`config.mk`:
```
export PLATFORM = sky130hd
export DESIGN_NAME = gen_gamma_stream_decoder_flat
export DESIGN_NICKNAME = d
export VERILOG_FILES = /design/src/rtl/gen_gamma_stream_decoder_pkg.sv /design/src/rtl/gen_gamma_stream_decoder_if.sv /design/src/rtl/gen_gamma_stream_decoder_reg.sv /design/src/rtl/gen_gamma_stream_decoder_sub.sv /design/src/rtl/gen_gamma_stream_decoder.sv /design/src/flat_wrapper.sv
export SDC_FILE = /design/constraint.sdc
export NUM_CORES = 1
export LEC_CHECK = 0
export ABC_AREA = 1
export BUFFER_PORTS_ARGS = -buffer_cell sky130_fd_sc_hd__buf_2
export CAP_MARGIN = 20
export CORE_MARGIN = 10
export CORE_UTILIZATION = 30
export CTS_CLUSTER_DIAMETER = 30
export DETAILED_ROUTE_END_ITERATION = 8
export PLACE_DENSITY = 0.47
export SLEW_MARGIN = 20
export SYNTH_ARGS = -nofsm -noshare
export SYNTH_HDL_FRONTEND = slang
export SYNTH_SLANG_ARGS = --single-unit
```
`constraint.sdc`:
```
create_clock -name clk -period 6.23 [get_ports clk]
set_clock_uncertainty 0.1 [all_clocks]
set_input_delay 0.3115 -clock clk [delete_from_list [all_inputs] [get_ports clk]]
set_output_delay 0.3115 -clock clk [all_outputs]
set_load 0.03 [all_outputs]
```
`src/rtl/gen_gamma_stream_decoder_pkg.sv`:
```
// Shared types and width helpers for the generalised-gamma stream decoder.
package gen_gamma_pkg;

    localparam int unsigned GG_DATA_W = 8;
    localparam int unsigned GG_K_MAX  = 3;
    localparam int unsigned GG_KW     = $clog2(GG_K_MAX + 1);
    localparam int unsigned GG_LW     = $clog2(2 * GG_DATA_W + 2);
    localparam int unsigned GG_ZW     = $clog2(GG_DATA_W + 2);

    typedef enum logic {
        PREFIX = 1'b0,
        SUFFIX = 1'b1
    } state_t;

    // Longest legal run of leading zeros for order k.
    function automatic int unsigned max_prefix(input int unsigned data_w, input int unsigned k);
        return data_w - k;
    endfunction

endpackage

```
`src/rtl/gen_gamma_stream_decoder_if.sv`:
```
// Bit-in / value-out handshake bundle of the generalised-gamma decoder.
interface gen_gamma_stream_decoder_if #(
    parameter int unsigned DATA_W = 8,
    parameter int unsigned LW     = 5
);
    logic              in_bit;
    logic              in_valid;
    logic              in_ready;
    logic [DATA_W:0]   out_data;
    logic [LW-1:0]     out_len;
    logic              out_valid;
    logic              out_ready;

    modport master (
        output in_bit, in_valid, out_ready,
        input  in_ready, out_data, out_len, out_valid
    );

    modport slave (
        input  in_bit, in_valid, out_ready,
        output in_ready, out_data, out_len, out_valid
    );
endinterface

```
`src/rtl/gen_gamma_stream_decoder_reg.sv`:
```
// W-bit load-enable register with asynchronous active-low clear.
module gen_gamma_stream_decoder_reg #(
    parameter int unsigned W = 1
) (
    input  logic         clk,
    input  logic         res_n,
    input  logic         en,
    input  logic [W-1:0] d,
    output logic [W-1:0] q
);
    always_ff @(posedge clk or negedge res_n) begin
        if (!res_n)  q <= '0;
        else if (en) q <= d;
    end
endmodule

```
`src/rtl/gen_gamma_stream_decoder_sub.sv`:
```
// Plain W-bit subtractor.
module gen_gamma_stream_decoder_sub #(
    parameter int unsigned W = 9
) (
    input  logic [W-1:0] a,
    input  logic [W-1:0] b,
    output logic [W-1:0] y
);
    assign y = a - b;
endmodule

```
`src/rtl/gen_gamma_stream_decoder.sv`:
```
// Streaming Exp-Golomb (order k) decoder: one bit in per cycle, one value out per codeword.
module gen_gamma_stream_decoder
    import gen_gamma_pkg::*;
#(
    parameter int unsigned DATA_W = GG_DATA_W,
    parameter int unsigned K_MAX  = GG_K_MAX,
    parameter int unsigned KW     = $clog2(K_MAX + 1),
    parameter int unsigned LW     = $clog2(2 * DATA_W + 2)
) (
    input  logic                          clk,
    input  logic                          res_n,
    input  logic                          flush,
    input  logic [KW-1:0]                 k_sel,
    gen_gamma_stream_decoder_if.slave     bus,
    output logic                          err
);
    localparam int unsigned ZW = $clog2(DATA_W + 2);
    localparam int unsigned AW = DATA_W + 1;

    state_t         state, state_nxt;
    logic [ZW-1:0]  zcnt, zcnt_nxt;
    logic [ZW-1:0]  rem, rem_nxt;
    logic [AW-1:0]  acc, acc_nxt;
    logic [KW-1:0]  k_q, k_eff;
    logic           accept, first, done, ovf;
    logic [AW-1:0]  one_k, diff;
    logic [LW-1:0]  len_nxt;
    logic [AW+LW-1:0] payload_q;
    logic           valid_nxt;

    assign bus.in_ready = !(bus.out_valid && !bus.out_ready) && !flush;
    assign accept       = bus.in_valid && bus.in_ready;
    assign first        = (state == PREFIX) && (zcnt == '0);
    // k_sel is only honoured on the opening bit; afterwards the latched copy rules.
    assign k_eff        = first ? k_sel : k_q;

    always_comb begin
        state_nxt = state;
        zcnt_nxt  = zcnt;
        rem_nxt   = rem;
        acc_nxt   = acc;
        done      = 1'b0;
        ovf       = 1'b0;
        if (flush) begin
            state_nxt = PREFIX;
            zcnt_nxt  = '0;
            rem_nxt   = '0;
            acc_nxt   = '0;
        end else if (accept) begin
            if (state == PREFIX) begin
                if (!bus.in_bit) begin
                    if (32'(zcnt) == max_prefix(DATA_W, 32'(k_eff))) begin
                        ovf      = 1'b1;
                        zcnt_nxt = '0;
                    end else begin
                        zcnt_nxt = zcnt + ZW'(1);
                    end
                end else begin
                    acc_nxt = AW'(1);
                    rem_nxt = zcnt + ZW'(k_eff);
                    if (rem_nxt == '0) begin
                        done     = 1'b1;
                        zcnt_nxt = '0;
                    end else begin
                        state_nxt = SUFFIX;
                    end
                end
            end else begin
                acc_nxt = {acc[AW-2:0], bus.in_bit};
                rem_nxt = rem - ZW'(1);
                if (rem_nxt == '0) begin
                    done      = 1'b1;
                    zcnt_nxt  = '0;
                    state_nxt = PREFIX;
                end
            end
        end
    end

    always_ff @(posedge clk or negedge res_n) begin
        if (!res_n) begin
            state <= PREFIX;
            zcnt  <= '0;
            rem   <= '0;
            acc   <= '0;
            k_q   <= '0;
            err   <= 1'b0;
        end else begin
            state <= state_nxt;
            zcnt  <= zcnt_nxt;
            rem   <= rem_nxt;
            acc   <= acc_nxt;
            err   <= ovf;
            if (accept && first) k_q <= k_sel;
        end
    end

    // Output stage is fed from the next-state accumulator so the result lands one cycle after the last bit.
    assign one_k   = AW'(1) << k_eff;
    assign len_nxt = LW'({zcnt, 1'b0}) + LW'(k_eff) + LW'(1);

    gen_gamma_stream_decoder_sub #(.W(AW)) u_sub (
        .a (acc_nxt),
        .b (one_k),
        .y (diff)
    );

    gen_gamma_stream_decoder_reg #(.W(AW + LW)) u_payload (
        .clk   (clk),
        .res_n (res_n),
        .en    (done),
        .d     ({diff, len_nxt}),
        .q     (payload_q)
    );

    assign valid_nxt = done || (bus.out_valid && !bus.out_ready);

    gen_gamma_stream_decoder_reg #(.W(1)) u_valid (
        .clk   (clk),
        .res_n (res_n),
        .en    (1'b1),
        .d     (valid_nxt),
        .q     (bus.out_valid)
    );

    assign bus.out_data = payload_q[AW+LW-1:LW];
    assign bus.out_len  = payload_q[LW-1:0];

endmodule

```
`src/flat_wrapper.sv`:
```
// flat-port wrapper written by rule: the top's interface ports become plain ports
module gen_gamma_stream_decoder_flat import gen_gamma_pkg::*;
#(
    parameter int unsigned DATA_W = GG_DATA_W,
    parameter int unsigned K_MAX  = GG_K_MAX,
    parameter int unsigned KW     = $clog2(K_MAX + 1),
    parameter int unsigned LW     = $clog2(2 * DATA_W + 2)
)
  (clk, res_n, flush, k_sel, err, bus_in_bit, bus_in_valid, bus_out_ready, bus_in_ready, bus_out_data, bus_out_len, bus_out_valid);
  gen_gamma_stream_decoder_if #(.DATA_W(DATA_W), .LW(LW)) bus_i ();
  input  logic clk;
  input  logic res_n;
  input  logic flush;
  input  logic [KW-1:0] k_sel;
  output logic err;
  input wire logic [$bits(bus_i.in_bit)-1:0] bus_in_bit;
  input wire logic [$bits(bus_i.in_valid)-1:0] bus_in_valid;
  input wire logic [$bits(bus_i.out_ready)-1:0] bus_out_ready;
  output wire logic [$bits(bus_i.in_ready)-1:0] bus_in_ready;
  output wire logic [$bits(bus_i.out_data)-1:0] bus_out_data;
  output wire logic [$bits(bus_i.out_len)-1:0] bus_out_len;
  output wire logic [$bits(bus_i.out_valid)-1:0] bus_out_valid;
  assign bus_i.in_bit = bus_in_bit;
  assign bus_i.in_valid = bus_in_valid;
  assign bus_i.out_ready = bus_out_ready;
  assign bus_in_ready = bus_i.in_ready;
  assign bus_out_data = bus_i.out_data;
  assign bus_out_len = bus_i.out_len;
  assign bus_out_valid = bus_i.out_valid;
  gen_gamma_stream_decoder #(.DATA_W(DATA_W), .K_MAX(K_MAX), .KW(KW), .LW(LW)) u_core (.clk(clk), .res_n(res_n), .flush(flush), .k_sel(k_sel), .bus(bus_i), .err(err));
endmodule
```
Word-level counts from Yosys, hierarchy flattened
Cells that the tools add are included.
{"block": "word_totals", "reg_bits": 36, "inputBits": 8, "output_inout_bits": 17, "word_cells": 69}
{"block": "op_classes", "n_addsub": 7, "n_eq_ne": 3, "shift": 1, "mux": 33, "bitwise_logic": 1, "n_reduce_logical": 16}
{"operator": "4-bit two-way mux", "count": 11}
{"operator": "9-bit two-way mux", "count": 4}
{"operator": "4-bit by 32-bit equality test with 1-bit output", "count": 1}
{"operator": "1-bit two-way mux", "count": 17}
{"operator": "4-bit logical NOT", "count": 3}
{"operator": "1-bit by 2-bit << shifter with 9-bit output (first input constant)", "count": 1}
{"operator": "9-bit subtractor", "count": 1}
{"operator": "5-bit by 1-bit adder with 5-bit output (second input constant)", "count": 1}
{"operator": "5-bit by 2-bit adder with 5-bit output", "count": 1}
{"operator": "1-bit logical AND", "count": 5}
{"operator": "4-bit by 2-bit subtractor with 5-bit output (first input constant)", "count": 1}
{"operator": "4-bit by 1-bit adder with 4-bit output (second input constant)", "count": 1}
{"operator": "4-bit by 2-bit adder with 4-bit output", "count": 1}
{"operator": "4-bit by 2-bit inequality test with 1-bit output (second input constant)", "count": 1}
{"operator": "4-bit by 1-bit subtractor with 4-bit output (second input constant)", "count": 1}
{"operator": "1-bit logical NOT", "count": 3}
{"operator": "3-bit inequality test (second input constant)", "count": 1}
{"operator": "3-bit AND reduction", "count": 1}
{"operator": "3-bit nonzero test", "count": 1}
{"operator": "2-bit two-way mux", "count": 1}
{"operator": "2-bit AND reduction", "count": 1}
{"operator": "2-bit nonzero test", "count": 1}
{"operator": "1-bit logical OR", "count": 1}
{"operator": "1-bit NOT", "count": 1}

Longest topological paths before layout
Gate-level depths: netlist of run 1.
{"block": "logic_depth", "ltp_word": 11, "depth_mapped": 19, "mapped_depth_nobuf": 18}

Modules after synthesis
A second synthesis of run 1 with hierarchy kept.
{"block": "hier_totals", "hier_cells": 342, "hier_area_um2": 2536.2}
{"mod": "gen_gamma_stream_decoder", "instances": 1, "cells_per_inst": 194, "area_per_inst_um2": 1521.5, "seq_area_each_um2": 525.5}
{"mod": "gen_gamma_stream_decoder_reg (u_core.u_payload)", "instances": 1, "cells_per_inst": 59, "area_per_inst_um2": 530.5, "seq_area_each_um2": 350.3}
{"mod": "gen_gamma_stream_decoder_sub", "instances": 1, "cells_per_inst": 84, "area_per_inst_um2": 444.2, "seq_area_each_um2": 0.0}
{"mod": "gen_gamma_stream_decoder_reg (u_core.u_valid)", "instances": 1, "cells_per_inst": 5, "area_per_inst_um2": 40.0, "seq_area_each_um2": 25.0}

Least setup slack after synthesis of run 1
Ideal clock, no wire load.
{"block": "synth_path", "path_type": "register to register", "start": "register u_core.zcnt[1]", "end": "register u_core.u_payload.q[13]", "setup_time_ps": 65, "arrival_time_ps": 2992, "t_required_ps": 6065, "path_slack_ps": 3073, "path_stages_with_launch": 17, "path_buffers": 1, "synth_period_minus_slack_ps": 3157, "cell_sequence": "dfrtp_1 -> clkbuf_1 -> inv_1 -> ha_1 -> nand3_1 -> o21ai_0 -> inv_1 -> ha_1 -> ha_1 -> fa_1 -> nor2_1 -> a211oi_1 -> nand2_1 -> nor2_1 -> nand3_1 -> nand3_1 -> nand2_1"}
{"block": "synth_between", "elab_chain_len": 10, "word_cells_on_any_way": 12, "classes_between": "2 x add/sub; 1 x shift; 6 x mux; 3 x reduce/logical"}
{"element": "start, declared", "line_no": "gen_gamma_stream_decoder.sv:21", "source": "logic [ZW-1:0] zcnt, zcnt_nxt;"}
{"element": "start signal, assigned", "line_no": "gen_gamma_stream_decoder.sv:90", "source": "zcnt <= zcnt_nxt;"}
{"element": "4-bit logical NOT", "line_no": "gen_gamma_stream_decoder.sv:33", "source": "assign first = (state == PREFIX) && (zcnt == '0);"}
{"element": "1-bit logical AND", "line_no": "gen_gamma_stream_decoder.sv:33"}
{"element": "2-bit two-way mux", "line_no": "gen_gamma_stream_decoder.sv:35", "source": "assign k_eff = first ? k_sel : k_q;"}
{"element": "4-bit by 2-bit adder with 4-bit output", "line_no": "gen_gamma_stream_decoder.sv:60", "source": "rem_nxt = zcnt + ZW'(k_eff);"}
{"element": "4-bit logical NOT", "line_no": "gen_gamma_stream_decoder.sv:61", "source": "if (rem_nxt == '0) begin"}
{"element": "1-bit two-way mux", "line_no": "gen_gamma_stream_decoder.sv:61"}
{"element": "1-bit two-way mux", "line_no": "gen_gamma_stream_decoder.sv:51", "source": "if (!bus.in_bit) begin"}
{"element": "1-bit two-way mux", "line_no": "gen_gamma_stream_decoder.sv:50", "source": "if (state == PREFIX) begin"}
{"element": "1-bit two-way mux", "line_no": "gen_gamma_stream_decoder.sv:49", "source": "end else if (accept) begin"}
{"element": "1-bit two-way mux", "line_no": "gen_gamma_stream_decoder.sv:44", "source": "if (flush) begin"}
{"element": "end signal, assigned", "line_no": "gen_gamma_stream_decoder_reg.sv:12", "source": "if (!res_n) q <= '0;"}
{"element": "end signal, assigned", "line_no": "gen_gamma_stream_decoder_reg.sv:13", "source": "else if (en) q <= d;"}
{"element": "end, declared", "line_no": "gen_gamma_stream_decoder_reg.sv:9", "source": "output logic [W-1:0] q"}
Parallel ways exist; a longest one is shown, timed or not.
A chain may end at the register's enable or synchronous reset.

Worst setup path after layout of run 1
{"block": "layout_path", "start": "register u_core.zcnt[1]", "end": "register u_core.u_payload.q[11]"}
The elaborated chain is that of the path after synthesis.

==> results of run 1 <==
-- stage by stage --
step | worst slack (ns) | total power, mW
after CTS | 2.60 | 1.02
after global routing | 2.23 | 1.09
final | 2.66 | 1.00
after global placement | 2.65 | 0.806
after floorplan | 3.07 | 0.689
after detailed placement | 2.63 | 0.808
-- report_power, final --
part           total [mW]  switching (mW)  internal [mW]
Clock               0.206          0.0867          0.119
Combinational       0.472           0.310          0.162
Sequential          0.323          0.0348          0.288
Total                1.00           0.432          0.569
-- final timing paths --
| path | end | slack, ns | cells after the start |
|---|---|---|---|
| max | u_core.u_payload.q[11] | 2.66 | 15 |
| min | u_core.u_payload.q[0] | 0.02 | 1 |
| max reg2reg | u_core.u_payload.q[11] | 2.66 | 15 |
| min reg2reg | u_core.u_payload.q[11] | 0.38 | 2 |
| max in group asynchronous | u_core.zcnt[3] | 5.48 | 1 |
| min in group clk | u_core.k_q[1] | 0.20 | 3 |
-- flip-flops by register name, indices dropped and copies added (netlist names) --
signal / count
u_core.zcnt: 4
u_core.u_valid.q: 1
u_core.u_payload.q: 14
u_core.rem: 4
u_core.k_q: 2
u_core.acc: 9
u_core.err: 1
u_core.state: 1
-- logic make-up (layout without fill, tap and decap cells) --
| family | after synthesis | after routing | synth area share |
|---|---|---|---|
| AOI/OAI and AO/OA | 43 | 43 | 0.127 |
| xor gates and xnor gates | 10 | 10 | 0.0381 |
| adders and majority gates | 18 | 18 | 0.108 |
| buffers and inverters | 46 | 72 | 0.0898 |
| DFF | 36 | 36 | 0.392 |
| and+or+nand+nor | 129 | 129 | 0.246 |
-- cells in the final DEF, fill, tap and decap left out, drive strengths merged, types with 2 or more instances in the layout --
master  netlist  layout
nand3        21      21
nor2         21      21
o22ai         4       4
dfrtp        36      36
ha           15      15
a21oi         7       7
nand2        82      82
o21ai        26      26
nor3          3       3
nand4         2       2
xor2          8       8
clkbuf        1       6
inv          40      40
xnor2         2       2
buf           5      24
fa            3       3
-- per-layer routing --
metal | vias up | wire length, µm | GRT usage
met5 | - | 0 | 0
met4 | 0 | 82 | 0.0372
met2 | 31 | 2440 | 0.161
met1 | 825 | 2600 | 0.132
met3 | 8 | 216 | 0.0240
li1 | 950 | - | -
-- critical path: stages, from the launching register on --
cell,delay [ns]
sky130_fd_sc_hd__dfrtp_1,0.52
sky130_fd_sc_hd__inv_1,0.16
sky130_fd_sc_hd__ha_1,0.15
sky130_fd_sc_hd__nand3_1,0.16
sky130_fd_sc_hd__o21ai_0,0.72
sky130_fd_sc_hd__inv_1,0.21
sky130_fd_sc_hd__ha_1,0.28
sky130_fd_sc_hd__ha_1,0.22
sky130_fd_sc_hd__fa_1,0.41
sky130_fd_sc_hd__nor2_1,0.12
sky130_fd_sc_hd__a211oi_1,0.08
sky130_fd_sc_hd__nand2_1,0.13
sky130_fd_sc_hd__o21ai_1,0.06
sky130_fd_sc_hd__o21ai_1,0.07
sky130_fd_sc_hd__nand2_1,0.06
sky130_fd_sc_hd__nand2_1,0.06
-- layout make-up --
type / instances / area, µm²
flip-flops and latches: 36 / 901
well taps: 99 / 124
clock inverters: 2 / 35.0
repair buffers: 24 / 120
multi-input cells: 200 / 1190
clock buffers: 6 / 72.6
inverters: 40 / 153
fillers: 811 / 4770
==> metrics.txt, run 1 <==
sum of negative setup slack=0 ns; worst reg2reg startpoint=u_core.zcnt[1]; worst max-slew margin expressed relative to the limit=0.423; Final HPWL DP=a little over 4000 µm; die area=between 10,000 and 15,000 µm²; CTS clk-pin slew, worst paths=approximately 0.080 ns; post-CTS setup-driven buffer insertion count=0; area share of the largest cell type after synthesis=0.392; chip height=between 100 and 150 µm; VDD IR max=170 µV; cts hold-fix bufs=0; first-pass GRT wire length=between 9000 and 10,000 µm; startpoint of the worst setup timing path=u_core.zcnt[1]; final count of pins violating max slew=0; horizontal extent of the die=about 110 µm; maximum number of pins on one net before global-route repair=37; cts bufs inserted=5; clock tree root driver cell=sky130_fd_sc_hd__clkbuf_8; library cell with the largest summed area after synthesis=sky130_fd_sc_hd__dfrtp_1; Hold/Removal Path Class=in -> async; Pwr per Cell Area=between 300 and 400 nW/µm²; port buffer count=24; count of nets left with antenna violations after detail routing=0; MaxCap Viol Count=0; data arrival time of the worst path=~3.7 ns; run status=finished, final reports clean; top post-synthesis cells by count=sky130_fd_sc_hd__nand2_1, sky130_fd_sc_hd__inv_1, sky130_fd_sc_hd__dfrtp_1, sky130_fd_sc_hd__nand3_1, sky130_fd_sc_hd__nor2_1; number of flops mapped to enable cells by yosys=0; share of the yosys chip area belonging to registers=0.392; Netlist Area Pre-Place=approximately 2300 µm²; final setup violation count=0; maximum achievable frequency=between 200 and 300 MHz; cell count after synthesis=282; Final Cycle Share=0.572; total via count in the routed design=1,814; NumNets Final=333; number of remaining DRC errors=0; final antenna diode count=0; number of vias per cell=4.46; number of buffers on the longest clock path=2; final number of hold-violating endpoints=0; nature of the critical path endpoint=flip-flop; clock tree from TritonCTS=built; Mapped Nets=approximately 310; Placeable Area=7370 µm²; proportion of synthesized flip-flops having asynchronous set or reset=1.00; latest clock arrival within the worst-skew pair=between 0.2 and 0.3 ns; minimum hold slack=0.0210 ns; number of synthesis warnings=0; instance count after placement with tap cells included=399; Mean Syn Cell Area=approximately 8.2 µm²; Max Fanout on Critical Path=9; Primary FF master, synth=sky130_fd_sc_hd__dfrtp_1; Final Instance Count excl. Fillers=slightly above 400; final weighted congestion in routability-driven placement=between 0.8 and 0.9; total non-filler cell area in the finished layout=2600 µm²; number of optimization iterations in the first detailed-route pass=4; count leader, synth=sky130_fd_sc_hd__nand2_1; H-tree levels=2; dpl cell area=2490 µm²; total wire length=about 5300 µm; nature of the critical path startpoint=flip-flop; initial core utilization=0.312; class of the most critical setup path=reg -> reg; leakage=1.32 nW; Global Route Usage Sum=0.102; actual transition at the worst max-transition pin=roughly 0.86 ns; initial antenna violation count=0; critical path data required time=about 6.4 ns; synthesized flop and latch total=36; Clock Sinks=36; unrepaired setup endpoints after global routing=no; time the worst path needs with I/O delays and setup=between 3 and 4 ns; number of top-level pins=25; number of cell rows=31; largest cells by area after synthesis=sky130_fd_sc_hd__dfrtp_1, sky130_fd_sc_hd__nand2_1, sky130_fd_sc_hd__ha_1; final core utilization=0.352; Distinct cells, synth=32; via count of the first global-routing pass=about 2,000; cells resized by post-CTS repair=0; wire length per cell after detailed routing=~13 µm; fraction of layout instances using a drive strength above 1=0.192; initial DRC count=73; grt ovf=0; relative area change from synthesis to final layout=13.0%
Note: power is estimated with default switching activity, not from simulation.
==> run 2: changes to the inputs <==
clock period = 3.35 ns   (was 6.23 ns; I/O delays follow)
==> metrics.txt, run 2 (same netlist as run 1, synthesis figures left out) <==
run status=finished, final reports clean; MaxCap Viol Count=0; chip height=between 100 and 150 µm; number of vias per cell=between 4 and 5; worst path bufs/invs=2; worst max-slew margin expressed relative to the limit=0.423; final weighted congestion in routability-driven placement=roughly 0.78; cts bufs inserted=5; Slowest-stage cell, CP=sky130_fd_sc_hd__dfrtp_1; dpl cell area=around 2600 µm²; critical path data required time=between 3 and 4 ns; depth of the worst hold-timing path=3; via count of the first global-routing pass=just under 2,000; class of the most critical setup path=reg -> reg; final number of hold-violating endpoints=0; endpoint of the worst-slack reg-to-reg timing path=u_core.u_payload.q[0]; Hold/Removal Path Class=in -> reg; r2r worst-path depth=14; die area=around 12,000 µm²; initial DRC count=60; time the worst path needs with I/O delays and setup=just over 3 ns; top flop regs=u_core.u_payload.q (14), u_core.acc (9); latest clock arrival within the worst-skew pair=0.30 ns; PnR worst setup slack=a little under 0.3 ns; VDD IR max=around 330 µV; nature of the critical path endpoint=flip-flop; leakage=1.38 nW; Global Route Usage Sum=0.102; instance count after placement with tap cells included=410; Clock Sinks=36; Worst R2R Setup Slack=0.29 ns; Final Instance Count excl. Fillers=419; number of remaining DRC errors=0; stage delay of the slowest cell on the critical path=0.45 ns; initial antenna violation count=0; footprint of the flip-flops and latches=901 µm²; post-layout total power=1.86 mW; Hold Path Origin=k_sel[1]; most frequent standard cell in the layout excluding fill and tap cells=sky130_fd_sc_hd__nand2_1; unrepaired setup endpoints after global routing=no; clock tree root driver cell=sky130_fd_sc_hd__clkbuf_8; Final HPWL DP=approximately 4200 µm; H-tree levels=2; Pwr per Cell Area=693 nW/µm²; final count of pins violating max slew=0; nature of the critical path startpoint=flip-flop; clock tree from TritonCTS=built; relative area change from synthesis to final layout=16.9%; fraction of layout instances using a drive strength above 1=0.225; multi-input combinational cell area=approximately 1200 µm²; largest register by flop count=u_core.u_payload.q; count of fill cells added during filler insertion=828; initial core utilization=0.312; Max Fanout on Critical Path=24; final antenna diode count=0; first-pass GRT wire length=~9600 µm; wire length per cell after detailed routing=around 13 µm; Placeable Area=approximately 7400 µm²; actual transition at the worst max-transition pin=roughly 0.87 ns; NumNets Final=~350; number of top-level pins=25; maximum number of pins on one net before global-route repair=37; number of buffers on the longest clock path=2; count of nets left with antenna violations after detail routing=0; number of optimization iterations in the first detailed-route pass=5; final setup violation count=0; sum of negative setup slack=0 ns; commonest non-fill, non-tap cells in the layout=sky130_fd_sc_hd__nand2_1, sky130_fd_sc_hd__inv_1, sky130_fd_sc_hd__dfrtp_1; cell family with the largest share of critical-path delay=adder cells; total wire length=roughly 5500 µm; data arrival time of the worst path=3.15 ns; port buffer count=24; post-place setup slack=approximately 0.18 ns; CTS clk-pin slew, worst paths=about 0.08 ns; maximum achievable frequency=327 MHz; Largest register FFs=14; worst reg2reg startpoint=u_core.zcnt[0]; total via count in the routed design=between 1,500 and 2,000; Final Cycle Share=0.914; terminating pin of the worst hold path=u_core.k_q[1]; Cell Chain, Critical Path=inv_1 -> ha_1 -> nand3_1 -> nand2_1 -> o21ai_4 -> ha_1 -> fa_1 -> xor2_1 -> nor3_2 -> nand3_2 -> a21oi_4 -> inv_4 -> nand2_1 -> o21ai_2; total non-filler cell area in the finished layout=roughly 2700 µm²; startpoint of the worst setup timing path=u_core.zcnt[0]; grt ovf=0; horizontal extent of the die=around 110 µm; number of cell rows=31
## run 2: cell types whose count changed in the layout (fill, tap and decap cells not counted), sizes merged
cell	before	now
clkinv	1	2
bufinv	1	0
buf	24	35
dlygate4sd3	0	1
## run 2: how the worst max path moves through the flow
stage | endpoint | cells after the start
2_1_floorplan | u_core.u_payload.q[13] | 16
3_3_place_gp | u_core.u_payload.q[13] | 16
3_5_place_dp | u_core.u_payload.q[13] | 16
4_1_cts | u_core.u_payload.q[13] | 16
5_1_grt | u_core.u_payload.q[11] | 17
6_report | u_core.u_payload.q[0] | 14
## run 2: where the power goes
| part | leakage, nW | total [mW] | switching (mW) | internal [mW] |
|---|---|---|---|---|
| clock network | 0.0510 | 0.336 | 0.172 | 0.164 |
| registers | 0.474 | 0.587 | 0.0511 | 0.536 |
| logic | 0.852 | 0.938 | 0.605 | 0.333 |
## run 2: timing repair
item | in CTS | in global routing
hold endpoints to repair | 36 | 0
resized for setup | 0 | 2
setup endpoints to repair | 0 | 4
setup buffers | 0 | 0
hold buffers | 1 | 0
## run 2: cell type report
cell class	instances	area share
clock buffers	6	0.0307
clock inverters	2	0.00373
inverters	40	0.0568
multi-input cells	200	0.448
flip-flops and latches	36	0.335
well taps	99	0.0461
repair buffers	36	0.0792
## run 2: routing by layer
metal | share of wire | vias up | GRT usage
met5 | 0 | - | 0
li1 | - | 973 | -
met4 | 0.016 | 0 | 0.0401
met1 | 0.49 | 867 | 0.137
met2 | 0.44 | 35 | 0.153
met3 | 0.057 | 9 | 0.0269
## run 2: worst register-to-register path: cells and delay by family (launching register included)
kind / cells / cell delay [ns]
buf+inv: 2 / 0.29
flops: 1 / 0.45
simple gates: 5 / 0.79
fa+ha+maj: 3 / 0.80
compound gates: 3 / 0.33
xor+xnor: 1 / 0.21
## run 2: per-stage QoR
step | hold WS (ns) | util
after detailed placement | 0.241 | 0.349
after floorplan | -0.228 | -
after CTS | 0.0127 | 0.363
after global routing | 0.0372 | 0.365
after global placement | 0.227 | 0.349
final | 0.0249 | 0.365
==> run 3: changes to the inputs <==
SYNTH_HIERARCHICAL = 1   (was not set)
==> metrics.txt, run 3 <==
unrepaired setup endpoints after global routing=no; initial antenna violation count=0; library cell with the largest summed area after synthesis=sky130_fd_sc_hd__dfrtp_1; proportion of synthesized flip-flops having asynchronous set or reset=1.00; depth of the worst hold-timing path=3; initial core utilization=0.309; stage delay of the slowest cell on the critical path=~0.53 ns; number of cell rows=33; Slowest-stage cell, CP=sky130_fd_sc_hd__fa_1; Final HPWL DP=4570 µm; nature of the critical path endpoint=flip-flop; Final Cycle Share=0.920; relative area change from synthesis to final layout=14.8%; top post-synthesis cells by count=sky130_fd_sc_hd__nand2_1, sky130_fd_sc_hd__inv_1, sky130_fd_sc_hd__dfrtp_1, sky130_fd_sc_hd__nand3_1, sky130_fd_sc_hd__ha_1; chip height=around 110 µm; number of synthesis warnings=6; final number of hold-violating endpoints=0; Clock Sinks=36; number of buffers on the longest clock path=2; cell count after synthesis=approximately 340; wire length per cell after detailed routing=between 10 and 15 µm; post-layout total power=1.89 mW; number of optimization iterations in the first detailed-route pass=4; class of the most critical setup path=reg -> reg; via count of the first global-routing pass=between 2,000 and 2,500; NumNets Final=between 400 and 500; largest register by flop count=u_core/u_payload/q; worst max-slew margin expressed relative to the limit=0.428; simple logic cell fraction of the synthesized area=0.333; number of vias per cell=between 4 and 5; Distinct cells, synth=31; Max Fanout on Critical Path=14; total via count in the routed design=a little over 2,000; sum of negative setup slack=0 ns; VDD IR max=between 150 and 200 µV; maximum achievable frequency=325 MHz; area share of the largest cell type after synthesis=0.355; post-CTS setup-driven buffer insertion count=0; Placeable Area=between 8000 and 9000 µm²; Global Route Usage Sum=0.0965; count of nets left with antenna violations after detail routing=0; post-synthesis compound-gate area fraction=0.0572; Top cell by count, worst path=sky130_fd_sc_hd__nand2_1; share of the yosys chip area belonging to registers=0.355; number of flops mapped to enable cells by yosys=0; maximum number of pins on one net before global-route repair=37; count of fill cells added during filler insertion=between 800 and 900; synthesized flop and latch total=36; dpl cell area=between 2000 and 3000 µm²; initial DRC count=84; minimum hold slack=around 0.04 ns; main combinational cell family by area after synthesis=simple AND/OR/NAND/NOR gates; count leader, synth=sky130_fd_sc_hd__nand2_1; final count of pins violating max slew=0; leakage=roughly 1.6 nW; Netlist Area Pre-Place=between 2000 and 3000 µm²; clock tree from TritonCTS=built; grt ovf=0; amount of wire on met2 after detailed routing=roughly 2600 µm; XOR/XNOR share of the synthesized area=0.0276; run status=finished, final reports clean; final antenna diode count=0; cell family with the largest share of critical-path delay=adder cells; top flop regs=u_core/u_payload/q (14), u_core/acc (9); met3 wirelength from detailed routing=roughly 250 µm; port buffer count=24; final weighted congestion in routability-driven placement=~0.8; time the worst path needs with I/O delays and setup=about 3.1 ns; Mean Syn Cell Area=7.42 µm²; final setup violation count=0; most frequent standard cell in the layout excluding fill and tap cells=sky130_fd_sc_hd__nand2_1; Hold/Removal Path Class=in -> reg; Primary FF master, synth=sky130_fd_sc_hd__dfrtp_1; total wire length=5760 µm; H-tree levels=2; terminating pin of the worst hold path=u_core/k_q[1]; worst path bufs/invs=4; actual transition at the worst max-transition pin=0.857 ns; Final Instance Count excl. Fillers=485; first-pass GRT wire length=10,200 µm; highest routed metal layer=met4; endpoint of the worst-slack reg-to-reg timing path=u_core/u_payload/q[0]; Pwr per Cell Area=648 nW/µm²; adder and majority cell fraction of the synthesized area=0.117; Cell Chain, Critical Path=inv_1 -> ha_1 -> nand3_4 -> o21ai_2 -> ha_1 -> inv_1 -> fa_1 -> nand2_1 -> nor2_2 -> nand3_1 -> nand2_1 -> nand2_1 -> inv_1 -> buf_4 -> nand2_1 -> nand2_1; met1 wire length=2870 µm; clock tree root driver cell=sky130_fd_sc_hd__clkbuf_8; instance count after placement with tap cells included=approximately 480; total non-filler cell area in the finished layout=about 3000 µm²; worst reg2reg startpoint=u_core/zcnt[0]; number of remaining DRC errors=0; r2r worst-path depth=16; commonest non-fill, non-tap cells in the layout=sky130_fd_sc_hd__nand2_1, sky130_fd_sc_hd__inv_1, sky130_fd_sc_hd__dfrtp_1; multiplexer fraction of the synthesized cell area=0; MaxCap Viol Count=0; Hold Path Origin=k_sel[1]; die area=12,500 µm²; CTS clk-pin slew, worst paths=0.08 ns; footprint of the flip-flops and latches=~900 µm²; cts bufs inserted=5; multi-input combinational cell area=roughly 1400 µm²; nature of the critical path startpoint=flip-flop; number of top-level pins=25; largest cells by area after synthesis=sky130_fd_sc_hd__dfrtp_1, sky130_fd_sc_hd__nand2_1, sky130_fd_sc_hd__ha_1; cells resized by post-CTS repair=0; cts hold-fix bufs=1; critical path data required time=around 3.5 ns; horizontal extent of the die=roughly 110 µm; latest clock arrival within the worst-skew pair=between 0.2 and 0.3 ns; data arrival time of the worst path=3.22 ns; fraction of layout instances using a drive strength above 1=0.158; Worst R2R Setup Slack=0.27 ns; Largest register FFs=14
## run 3: cell types whose count changed in the layout (fill, tap and decap cells not counted), moves of 4 or more
cell and delta:
sky130_fd_sc_hd__buf_4 -6, sky130_fd_sc_hd__nand2_1 +45, sky130_fd_sc_hd__inv_2 +5, sky130_fd_sc_hd__o21ai_2 -9, sky130_fd_sc_hd__ha_1 +4, sky130_fd_sc_hd__xor2_1 -5, sky130_fd_sc_hd__inv_1 +15, sky130_fd_sc_hd__conb_1 +7
sky130_fd_sc_hd__o21ai_0 -10, sky130_fd_sc_hd__nand3_1 +6
## run 3: cells by family after synthesis
kind of cell,count (synthesis)
adder cells (fa/ha/maj),22
buffers and inverters,64
flip-flops,36
XOR/XNOR,8
other,2
AND/OR/NAND/NOR,186
AO/OA/AOI/OAI,24
## run 3: how the worst max path moves through the flow
stage	startpoint	depth (start not counted)	end	slack (ns)
2_1_floorplan	u_core/zcnt[1]	17	u_core/u_payload/q[10]	0.29
3_3_place_gp	u_core/zcnt[0]	16	u_core/u_payload/q[0]	0.32
3_5_place_dp	u_core/zcnt[0]	16	u_core/u_payload/q[8]	0.28
4_1_cts	u_core/zcnt[0]	16	u_core/u_payload/q[8]	0.25
5_1_grt	u_core/zcnt[0]	16	u_core/u_payload/q[0]	0.007
6_report	u_core/zcnt[0]	16	u_core/u_payload/q[0]	0.27
## run 3: area by class of cell
cell class                      count  share of cell area
Clock inverter                      2              0.0120
Timing Repair Buffer               30              0.0576
Inverter                           59              0.0760
Sequential cell                    36               0.309
Multi-Input combinational cell    247               0.475
Tap cell                          105              0.0451
Clock buffer                        6              0.0249
## run 3: routing by layer
layer | vias to the layer above | track usage
met3 | 7 | 0.0268
met2 | 32 | 0.155
met5 | - | 0
met4 | 0 | 0.0330
li1 | 1119 | -
met1 | 919 | 0.121
## run 3: worst reg2reg max path: cells and delay by family (launching register included)
family                     cells  cell delay [ns]
AOI/OAI and AO/OA              1             0.26
adders and majority gates      3             0.99
buffers and inverters          4             0.52
DFF                            1             0.47
and+or+nand+nor                8             0.69
## run 3: metrics by stage
step,setup WS [ns],utilization
2_1_floorplan,0.286,-
3_3_place_gp,0.317,0.340
3_5_place_dp,0.279,0.340
4_1_cts,0.249,0.355
5_1_grt,0.00681,0.355
6_report,0.269,0.355
## run 3: power by group
part	internal (mW)	switching (mW)
Sequential	0.536	0.0547
Clock	0.221	0.160
Combinational	0.317	0.599
Total	1.07	0.814
